**src/rtl/pipelined_addsub_if.sv**
```systemverilog
// Operand/result handshake bundle for pipelined_addsub.
// The master side drives operands and accepts results; the slave side is the adder.
interface pipelined_addsub_if #(
  parameter int unsigned WIDTH = 32
);
  logic             in_valid;
  logic             in_ready;
  logic [WIDTH-1:0] a;
  logic [WIDTH-1:0] b;
  logic             carryin;
  logic             sub;
  logic             out_valid;
  logic             out_ready;
  logic [WIDTH-1:0] sum;
  logic             carryout;
  logic             overflow;

  modport master (
    output in_valid, a, b, carryin, sub, out_ready,
    input  in_ready, out_valid, sum, carryout, overflow
  );

  modport slave (
    input  in_valid, a, b, carryin, sub, out_ready,
    output in_ready, out_valid, sum, carryout, overflow
  );
endinterface

```
**src/rtl/pipelined_addsub.sv**
```systemverilog
// Add/subtract with the carry chain split into STAGES equal slices, one slice per
// pipeline stage, with valid/ready flow control and bubble compression.
module pipelined_addsub #(
  parameter int unsigned WIDTH  = 32,
  parameter int unsigned STAGES = 4
) (
  input logic              clk,
  input logic              reset_n,
  pipelined_addsub_if.slave bus
);

  localparam int unsigned SLICE    = WIDTH / STAGES;
  localparam int unsigned SLICE_W1 = SLICE + 1;
  localparam int unsigned LAST     = STAGES - 1;
  localparam int unsigned OPS      = (STAGES > 1) ? STAGES - 1 : 1;

  if ((STAGES < 1) || (WIDTH < 2) || ((WIDTH % STAGES) != 0)) begin : g_bad_params
    $error("pipelined_addsub: WIDTH must be >= 2 and a multiple of STAGES >= 1");
  end

  // Stage state: partial sum, slice carry, valid, and operands still to be consumed
  logic [STAGES-1:0] vld;
  logic [STAGES-1:0] c_q;
  logic [WIDTH-1:0]  s_q [STAGES];
  logic [WIDTH-1:0]  a_q [OPS];
  logic [WIDTH-1:0]  b_q [OPS];
  logic              ovf_q;

  // Per-stage inputs (from the bus for stage 0, from the previous stage otherwise)
  logic [STAGES-1:0]   load;
  logic [STAGES-1:0]   v_in;
  logic [STAGES-1:0]   c_in;
  logic [WIDTH-1:0]    a_in  [STAGES];
  logic [WIDTH-1:0]    b_in  [STAGES];
  logic [WIDTH-1:0]    s_in  [STAGES];
  logic [WIDTH-1:0]    s_nxt [STAGES];
  logic [SLICE_W1-1:0] part  [STAGES];
  logic                ovf_nxt;

  // Load chain: a stage takes data when empty or when its successor takes its data
  always_comb begin
    load       = '0;
    load[LAST] = ~vld[LAST] | bus.out_ready;
    for (int k = int'(STAGES) - 2; k >= 0; k--) begin
      load[k] = ~vld[k] | load[k+1];
    end
  end

  // Slice adders; subtraction inverts B and forces the initial carry to 1
  always_comb begin
    v_in    = '0;
    c_in    = '0;
    v_in[0] = bus.in_valid;
    c_in[0] = bus.sub | bus.carryin;
    a_in[0] = bus.a;
    b_in[0] = bus.sub ? ~bus.b : bus.b;
    s_in[0] = '0;
    for (int k = 1; k < int'(STAGES); k++) begin
      v_in[k] = vld[k-1];
      c_in[k] = c_q[k-1];
      a_in[k] = a_q[k-1];
      b_in[k] = b_q[k-1];
      s_in[k] = s_q[k-1];
    end
    for (int k = 0; k < int'(STAGES); k++) begin
      part[k]  = SLICE_W1'(a_in[k][k*SLICE +: SLICE]) + SLICE_W1'(b_in[k][k*SLICE +: SLICE])
               + SLICE_W1'(c_in[k]);
      s_nxt[k] = s_in[k];
      s_nxt[k][k*SLICE +: SLICE] = part[k][SLICE-1:0];
    end
    // Carry into the MSB recovered from the MSB sum bit and its operand bits
    ovf_nxt = s_nxt[LAST][WIDTH-1] ^ a_in[LAST][WIDTH-1] ^ b_in[LAST][WIDTH-1]
            ^ part[LAST][SLICE];
  end

  always_ff @(posedge clk or negedge reset_n) begin
    if (!reset_n) begin
      vld   <= '0;
      c_q   <= '0;
      ovf_q <= 1'b0;
      for (int k = 0; k < int'(STAGES); k++) begin
        s_q[k] <= '0;
      end
      for (int k = 0; k < int'(OPS); k++) begin
        a_q[k] <= '0;
        b_q[k] <= '0;
      end
    end else begin
      for (int k = 0; k < int'(STAGES); k++) begin
        if (load[k]) begin
          vld[k] <= v_in[k];
          if (v_in[k]) begin
            s_q[k] <= s_nxt[k];
            c_q[k] <= part[k][SLICE];
          end
        end
      end
      for (int k = 0; k < int'(STAGES) - 1; k++) begin
        if (load[k] && v_in[k]) begin
          a_q[k] <= a_in[k];
          b_q[k] <= b_in[k];
        end
      end
      if (load[LAST] && v_in[LAST]) begin
        ovf_q <= ovf_nxt;
      end
    end
  end

  assign bus.in_ready  = load[0];
  assign bus.out_valid = vld[LAST];
  assign bus.sum       = s_q[LAST];
  assign bus.carryout  = c_q[LAST];
  assign bus.overflow  = ovf_q;

endmodule

```
**src/flat_wrapper.sv**
```systemverilog
// flat-port wrapper written by rule: the top's interface ports become plain ports
module pipelined_addsub_flat 
#(
  parameter int unsigned WIDTH  = 32,
  parameter int unsigned STAGES = 4
)
  (clk, reset_n, bus_in_valid, bus_a, bus_b, bus_carryin, bus_sub, bus_out_ready, bus_in_ready, bus_out_valid, bus_sum, bus_carryout, bus_overflow);
  pipelined_addsub_if #(.WIDTH(WIDTH)) bus_i ();
  input logic clk;
  input logic reset_n;
  input wire logic [$bits(bus_i.in_valid)-1:0] bus_in_valid;
  input wire logic [$bits(bus_i.a)-1:0] bus_a;
  input wire logic [$bits(bus_i.b)-1:0] bus_b;
  input wire logic [$bits(bus_i.carryin)-1:0] bus_carryin;
  input wire logic [$bits(bus_i.sub)-1:0] bus_sub;
  input wire logic [$bits(bus_i.out_ready)-1:0] bus_out_ready;
  output wire logic [$bits(bus_i.in_ready)-1:0] bus_in_ready;
  output wire logic [$bits(bus_i.out_valid)-1:0] bus_out_valid;
  output wire logic [$bits(bus_i.sum)-1:0] bus_sum;
  output wire logic [$bits(bus_i.carryout)-1:0] bus_carryout;
  output wire logic [$bits(bus_i.overflow)-1:0] bus_overflow;
  assign bus_i.in_valid = bus_in_valid;
  assign bus_i.a = bus_a;
  assign bus_i.b = bus_b;
  assign bus_i.carryin = bus_carryin;
  assign bus_i.sub = bus_sub;
  assign bus_i.out_ready = bus_out_ready;
  assign bus_in_ready = bus_i.in_ready;
  assign bus_out_valid = bus_i.out_valid;
  assign bus_sum = bus_i.sum;
  assign bus_carryout = bus_i.carryout;
  assign bus_overflow = bus_i.overflow;
  pipelined_addsub #(.WIDTH(WIDTH), .STAGES(STAGES)) u_core (.clk(clk), .reset_n(reset_n), .bus(bus_i));
endmodule
```
**config.mk**
```make
export PLATFORM = sky130hd
export DESIGN_NAME = pipelined_addsub_flat
export DESIGN_NICKNAME = d
export VERILOG_FILES = /design/src/rtl/pipelined_addsub_if.sv /design/src/rtl/pipelined_addsub.sv /design/src/flat_wrapper.sv
export SDC_FILE = /design/constraint.sdc
export NUM_CORES = 1
export LEC_CHECK = 0
export CAP_MARGIN = 10
export CORE_MARGIN = 8
export CORE_UTILIZATION = 55
export CTS_CLUSTER_SIZE = 24
export DETAILED_ROUTE_END_ITERATION = 16
export PLACE_DENSITY = 0.79
export SYNTH_ARGS = -nofsm -noshare
export SYNTH_HDL_FRONTEND = slang
export SYNTH_SLANG_ARGS = --single-unit
```
**constraint.sdc**
```tcl
create_clock -name clk -period 2.8 [get_ports clk]
set_input_delay 0.42 -clock clk [delete_from_list [all_inputs] [get_ports clk]]
set_output_delay 0.42 -clock clk [all_outputs]
set_load 0.02 [all_outputs]
```
======== After elaboration in Yosys (flattened, before gate mapping) ========
Index checks and enable logic that the tools add are counted.
storage, ports and cells
  flip-flop bits (word level) ............. 281
  output and inout bits ................... 36
cells by class
  $add $sub $neg .......................... 8
  muxes and demuxes ....................... 1
  bitwise gates (word level) .............. 13
  reductions and logical operators ........ 8
operator list
  kind                  count
  adder 8 x 8 -> 9 bit  4
  adder 9 x 1 -> 9 bit  4
  two-way mux 32 bit    1
  NOT 32 bit            1
  AND reduction 2 bit   4
  bitwise OR 1 bit      5
  logical AND 1 bit     4
  NOT 1 bit             4
  bitwise XOR 1 bit     3

======== Longest topological paths before layout ========
Gate-level depths: netlist (run 1).
  depth after elaboration ................. 6
  gate-level depth with buffers ........... 12
  gate-level depth less buffers ........... 10

======== Worst setup path after synthesis (run 1) ========
OpenSTA, ideal clock, no wires.
  path kind ............................... in2reg
  from .................................... in bus_sub
  to ...................................... reg u_core.c_q[0]
  setup time .............................. 0.119 ns
  arrival time ............................ 2.767 ns
  data required time ...................... 2.681 ns
  setup slack ............................. -0.086 ns
  stages .................................. 12
  path through ............................ clkbuf_1 > clkbuf_1 > xor2_1 > fa_1 > inv_1 > fa_1 > nor2b_1 > o21ai_0 > a21boi_0 > o21a_1 > o21a_1 > o21a_1
between the ends
  cells in the longest elaborated chain, start to end .. 3
  elaborated cells on any way between the ends .. 4
  those cells by class .................... add/sub: 2; mux: 1; bitwise: 1
RTL lines
  what                            line                    RTL
  start: declaration              flat_wrapper.sv:15      input wire logic [$bits(bus_i.sub)-1:0] bus_sub;
  two-way mux 32 bit              pipelined_addsub.sv:56  b_in[0] = bus.sub ? ~bus.b : bus.b;
  adder 8 x 8 -> 9 bit            pipelined_addsub.sv:66  part[k] = SLICE_W1'(a_in[k][k*SLICE +: SLICE]) + SLICE_W1'(b_in[k][k*SLICE +: SLICE])
  adder 9 x 1 -> 9 bit (*)        pipelined_addsub.sv:67  + SLICE_W1'(c_in[k]);
  end signal: indexed assignment  pipelined_addsub.sv:94  c_q[k] <= part[k][SLICE];
  end: declaration                pipelined_addsub.sv:23  logic [STAGES-1:0] c_q;
Mark *: on every way between the ends. The rest lies on a longest branch, timed or not.
A chain may end at the register's enable or synchronous reset.

======== Final worst setup path (run 1) ========
  from .................................... reg u_core.b_q (netlist bit u_core.b_in[24])
  to ...................................... reg u_core.ovf_q, in the netlist u_core.bus.overflow
between the ends
  cells in the longest elaborated chain, start to end .. 5
RTL lines
  what                              line                     RTL
  start: declaration                pipelined_addsub.sv:26   logic [WIDTH-1:0] b_q [OPS];
  start signal: indexed assignment  pipelined_addsub.sv:101  b_q[k] <= b_in[k];
  adder 8 x 8 -> 9 bit (*)          pipelined_addsub.sv:66
  adder 9 x 1 -> 9 bit (*)          pipelined_addsub.sv:67
  bitwise XOR 1 bit (2 in a row)    pipelined_addsub.sv:72   ovf_nxt = s_nxt[LAST][WIDTH-1] ^ a_in[LAST][WIDTH-1] ^ b_in[LAST][WIDTH-1]
  bitwise XOR 1 bit (*)             pipelined_addsub.sv:73   ^ part[LAST][SLICE];
  end signal: assignment            pipelined_addsub.sv:105  ovf_q <= ovf_nxt;
  end: declaration                  pipelined_addsub.sv:27   logic ovf_q;
Marked as above.

==> results of run 1 <==
[worst max-delay path by stage]
stage	start	end	slack (ns)	cells past startpoint
after floorplan	bus_sub	u_core.c_q[0]	0.05	12
after global placement	bus_carryin	u_core.c_q[0]	-0.01	11
after detailed placement	bus_carryin	u_core.s_in[70]	-0.08	11
after CTS	u_core.b_in[24]	u_core.bus.overflow	0.23	9
after global routing	u_core.b_in[24]	u_core.bus.overflow	0.07	9
final	u_core.b_in[24]	u_core.bus.overflow	0.23	9
[placed cells by master (no fill, tap or decap), drive strengths merged, types with 2 or more instances in the layout]
| cell type | n |
|---|---|
| a211oi | 3 |
| a21boi | 3 |
| a21o | 8 |
| a21oi | 10 |
| a221o | 3 |
| and3 | 3 |
| buf | 20 |
| bufinv | 3 |
| clkbuf | 22 |
| clkdlybuf4s50 | 103 |
| clkinv | 4 |
| clkinvlp | 3 |
| dfrtp | 185 |
| fa | 8 |
| ha | 28 |
| inv | 22 |
| mux2 | 124 |
| nand2 | 60 |
| nand2b | 6 |
| nor2 | 7 |
| nor2b | 4 |
| nor3 | 6 |
| o21a | 9 |
| o21ai | 55 |
| o31ai | 7 |
| o41a | 2 |
| or2 | 4 |
| xnor2 | 30 |
| xor2 | 19 |
[power by group through the flow]
stage                     clock [mW]  combinational, mW  sequential [mW]
after floorplan                    0               2.13             4.32
after global placement             0               3.43             4.13
after detailed placement           0               3.55             4.20
after CTS                       2.56               3.60             4.16
after global routing            2.66               3.88             4.26
final                           2.50               3.55             4.15
[layer usage]
layer / GRT usage / up-vias
met2: 0.3053 / 104
li1: - / 2444
met5: 0 / -
met4: 0.06922 / 0
met3: 0.03801 / 18
met1: 0.2117 / 2604
[stage by stage]
step                utilization  area (µm²)
detailed placement       0.6598        9625
floorplan                     -        8235
global placement         0.6598        9625
CTS                      0.7033       10260
finish                   0.7033       10260
global route             0.7033       10260
[final cells by class]
cell class,instances,area (µm²)
Timing Repair Buffer,123,1257
Clock inverter,10,140.1
Inverter,22,82.58
Tap cell,184,230.2
Multi-Input combinational cell,407,3426
Sequential cell,185,4629
Clock buffer,22,494.2
Fill cell,1014,4329
[worst reg2reg max path, cell delays in order, from the launching register on]
cell	delay, ns
dfrtp_1	0.39
fa_1	0.48
inv_1	0.09
fa_1	0.20
nor2b_1	0.07
o31a_1	0.28
or2_1	0.24
a31oi_1	0.26
xnor3_1	0.36
o21ai_1	0.13
[kinds of logic after synthesis]
kind of cell | after synthesis
mux | 124
simple gates | 93
flops | 185
compound gates | 104
xor+xnor | 50
fa+ha+maj | 36
buf+inv | 50
[sequential cells by signal, indices dropped and copies added (netlist names)]
name,count
u_core.a_in,48
u_core.b_in,48
u_core.bus.overflow,1
u_core.bus.sum,32
u_core.c_q,4
u_core.s_in,48
u_core.vld,4
[Yosys cell counts (2+ instances only)]
library cell / instances
nor2_1: 7
and3_1: 3
xnor2_1: 30
nor2b_1: 4
buf_2: 5
o31ai_1: 7
nand2_1: 60
inv_1: 22
o21ai_1: 8
o41a_1: 2
or2_2: 2
a221o_1: 3
or2_1: 2
o21a_1: 9
o21ai_0: 47
a21oi_1: 10
nor3_1: 6
buf_1: 5
dfrtp_1: 185
xor2_1: 19
fa_1: 8
mux2_1: 8
a21boi_1: 2
clkbuf_1: 18
a211oi_1: 3
ha_1: 28
nand2b_1: 6
a21o_1: 8
mux2_2: 116
==> flow_metrics.tcl, run 1 <==
set metrics [dict create \
    routedWlPerCell_um 17.25 \
    synthAdderAreaFrac 0.06200 \
    p_sw_mw 3.166 \
    r2r.worst_path.cells 9 \
    vias 5170 \
    reg2reg_to "u_core.bus.overflow" \
    rsz0062_at_grt "no" \
    pwr-share-seq 0.407 \
    synth-simple-area-share 0.04984 \
    ys_warn_count 0 \
    synth_edf_count 0 \
    synth-compound-area-share 0.07795 \
    p_total_mw 10.21 \
    slew_violations 0 \
    finish.net_count 862 \
    power_density_nw_per_um2 995.0 \
    path_cells "fa_1 > inv_1 > fa_1 > nor2b_1 > o31a_1 > or2_1 > a31oi_1 > xnor3_1 > o21ai_1" \
    post-place-cells 921 \
    dr_wl_met2_mm 8.454 \
    setup_viol 0 \
    rr_startpoint "u_core.b_in[24]" \
    start_kind "flip-flop" \
    synth_xor_area_frac 0.05485 \
    track_usage 0.1770 \
    syn-num-nets 748 \
    syn_inst 642 \
    core_region_area_um2 14590 \
    timing.final.ws_setup_ns 0.2285 \
    hold_violations 0 \
    yosysTopAreaCellShare 0.5622 \
    grt_pass1_wl_mm 27.68 \
    relSlewSlack 0.5316 \
    fmax_ghz 0.3889 \
    post_cts_resized 0 \
    p_sw_frac 0.3101 \
    synth_top_family_by_area "multiplexers" \
    worst-path-buf-inv 1 \
    fin_crit_ns 2.571 \
    path_clk_slew_ns 0.06 \
    wl_mm 16.44 \
    fp.dieH_um 138.4 \
    drt_iter0_markers 299 \
    synth_area_leaders "dfrtp_1, mux2_2, ha_1" \
    synth.mux.area_fraction 0.1696 \
    syn_area_per_cell_um2 12.83 \
    yosys.area.top_type "dfrtp_1" \
    area_growth_pct 24.60 \
    cap_violations 0 \
    p_int_mw 7.043 \
    synth-main-ff-cell "dfrtp_1" \
    end_kind "flip-flop" \
    cts_buffers 17 \
    start_util 0.5644 \
    min_period_over_period 0.9184 \
    max_stage_delay_ns 0.48 \
    crit_fanout 3 \
    postCtsSetupBuffers 0 \
    cpMostUsedCell "fa_1" \
    first_global_vias 5671 \
    critPathArrivalTime_ns 2.92 \
    pwr-share-clk 0.245 \
    hp-class "input port to async pin" \
    criticalPathCategory "flip-flop to flip-flop" \
    cts.path.max_buffers 2 \
    async_flop_share 1.000 \
    h-tree-depth 4 \
    clock_latency_ns 0.43 \
    antenna_cells 0 \
    cts_sinks 185 \
    die_area_um2 19140 \
    ios 106 \
    dp_hpwl_mm 11.72 \
    yosysSeqAreaShare 0.5622 \
    drt_first_pass_iters 4 \
    place_congestion 0.8398 \
    cp_slowest_cell "fa_1" \
    whs_ns 0.01687 \
    status "completed" \
    tns_ns 0 \
    rows 44 \
    skew_ns 0.007057 \
    p_leak_nw 4.551 \
    antenna_found_initial 0 \
    met1Wirelength_mm 7.149 \
    dp_slack_ns -0.08489 \
    clockRootBuffer "clkbuf_16" \
    die_x_um 138.4 \
    wl_met3_um 569 \
    grt_max_degree 75 \
    synth_cell_types 38 \
    postCtsHoldBufs 0 \
    placement.io_buffers 105 \
    fin_cells 953 \
    cts_tree "yes" \
    ys_ff_latch 185 \
    via_per_inst 5.425 \
    crit_family "adder cells" \
    top_layer_used "met4" \
    ant_nets 0 \
    rrSetupSlack_ns 0.23 \
    p_comb_frac 0.348 \
    drc_errors 0 \
    synth_area_um2 8234 \
    drive_above_1_share 0.2276 \
    tightestPinTransition_ns 0.7025 \
    grt-ovfl-total 0 \
    crit_required_ns 3.15 \
    peakVddDrop_v 0.0005063 \
]
(Power assumes the default switching activity.)
==> run 2: changes to the inputs <==
--- a/config.mk
+++ b/config.mk
@@ -8,6 +8,7 @@
 export CAP_MARGIN = 10
 export CORE_MARGIN = 8
 export CORE_UTILIZATION = 55
+export CTS_CLUSTER_DIAMETER = 40
 export CTS_CLUSTER_SIZE = 24
 export DETAILED_ROUTE_END_ITERATION = 16
 export PLACE_DENSITY = 0.79
==> results of run 2 <==
Same layout as run 1: the final DEF is identical, and so are final timing and power.
==> run 3: changes to the inputs <==
--- a/config.mk
+++ b/config.mk
@@ -9,9 +9,9 @@
 export CORE_MARGIN = 8
 export CORE_UTILIZATION = 55
 export CTS_CLUSTER_DIAMETER = 40
-export CTS_CLUSTER_SIZE = 24
 export DETAILED_ROUTE_END_ITERATION = 16
 export PLACE_DENSITY = 0.79
 export SYNTH_ARGS = -nofsm -noshare
 export SYNTH_HDL_FRONTEND = slang
 export SYNTH_SLANG_ARGS = --single-unit
+export TNS_END_PERCENT = 50
==> results of run 3 <==
Same layout as run 1: the final DEF is identical, and so are final timing and power.
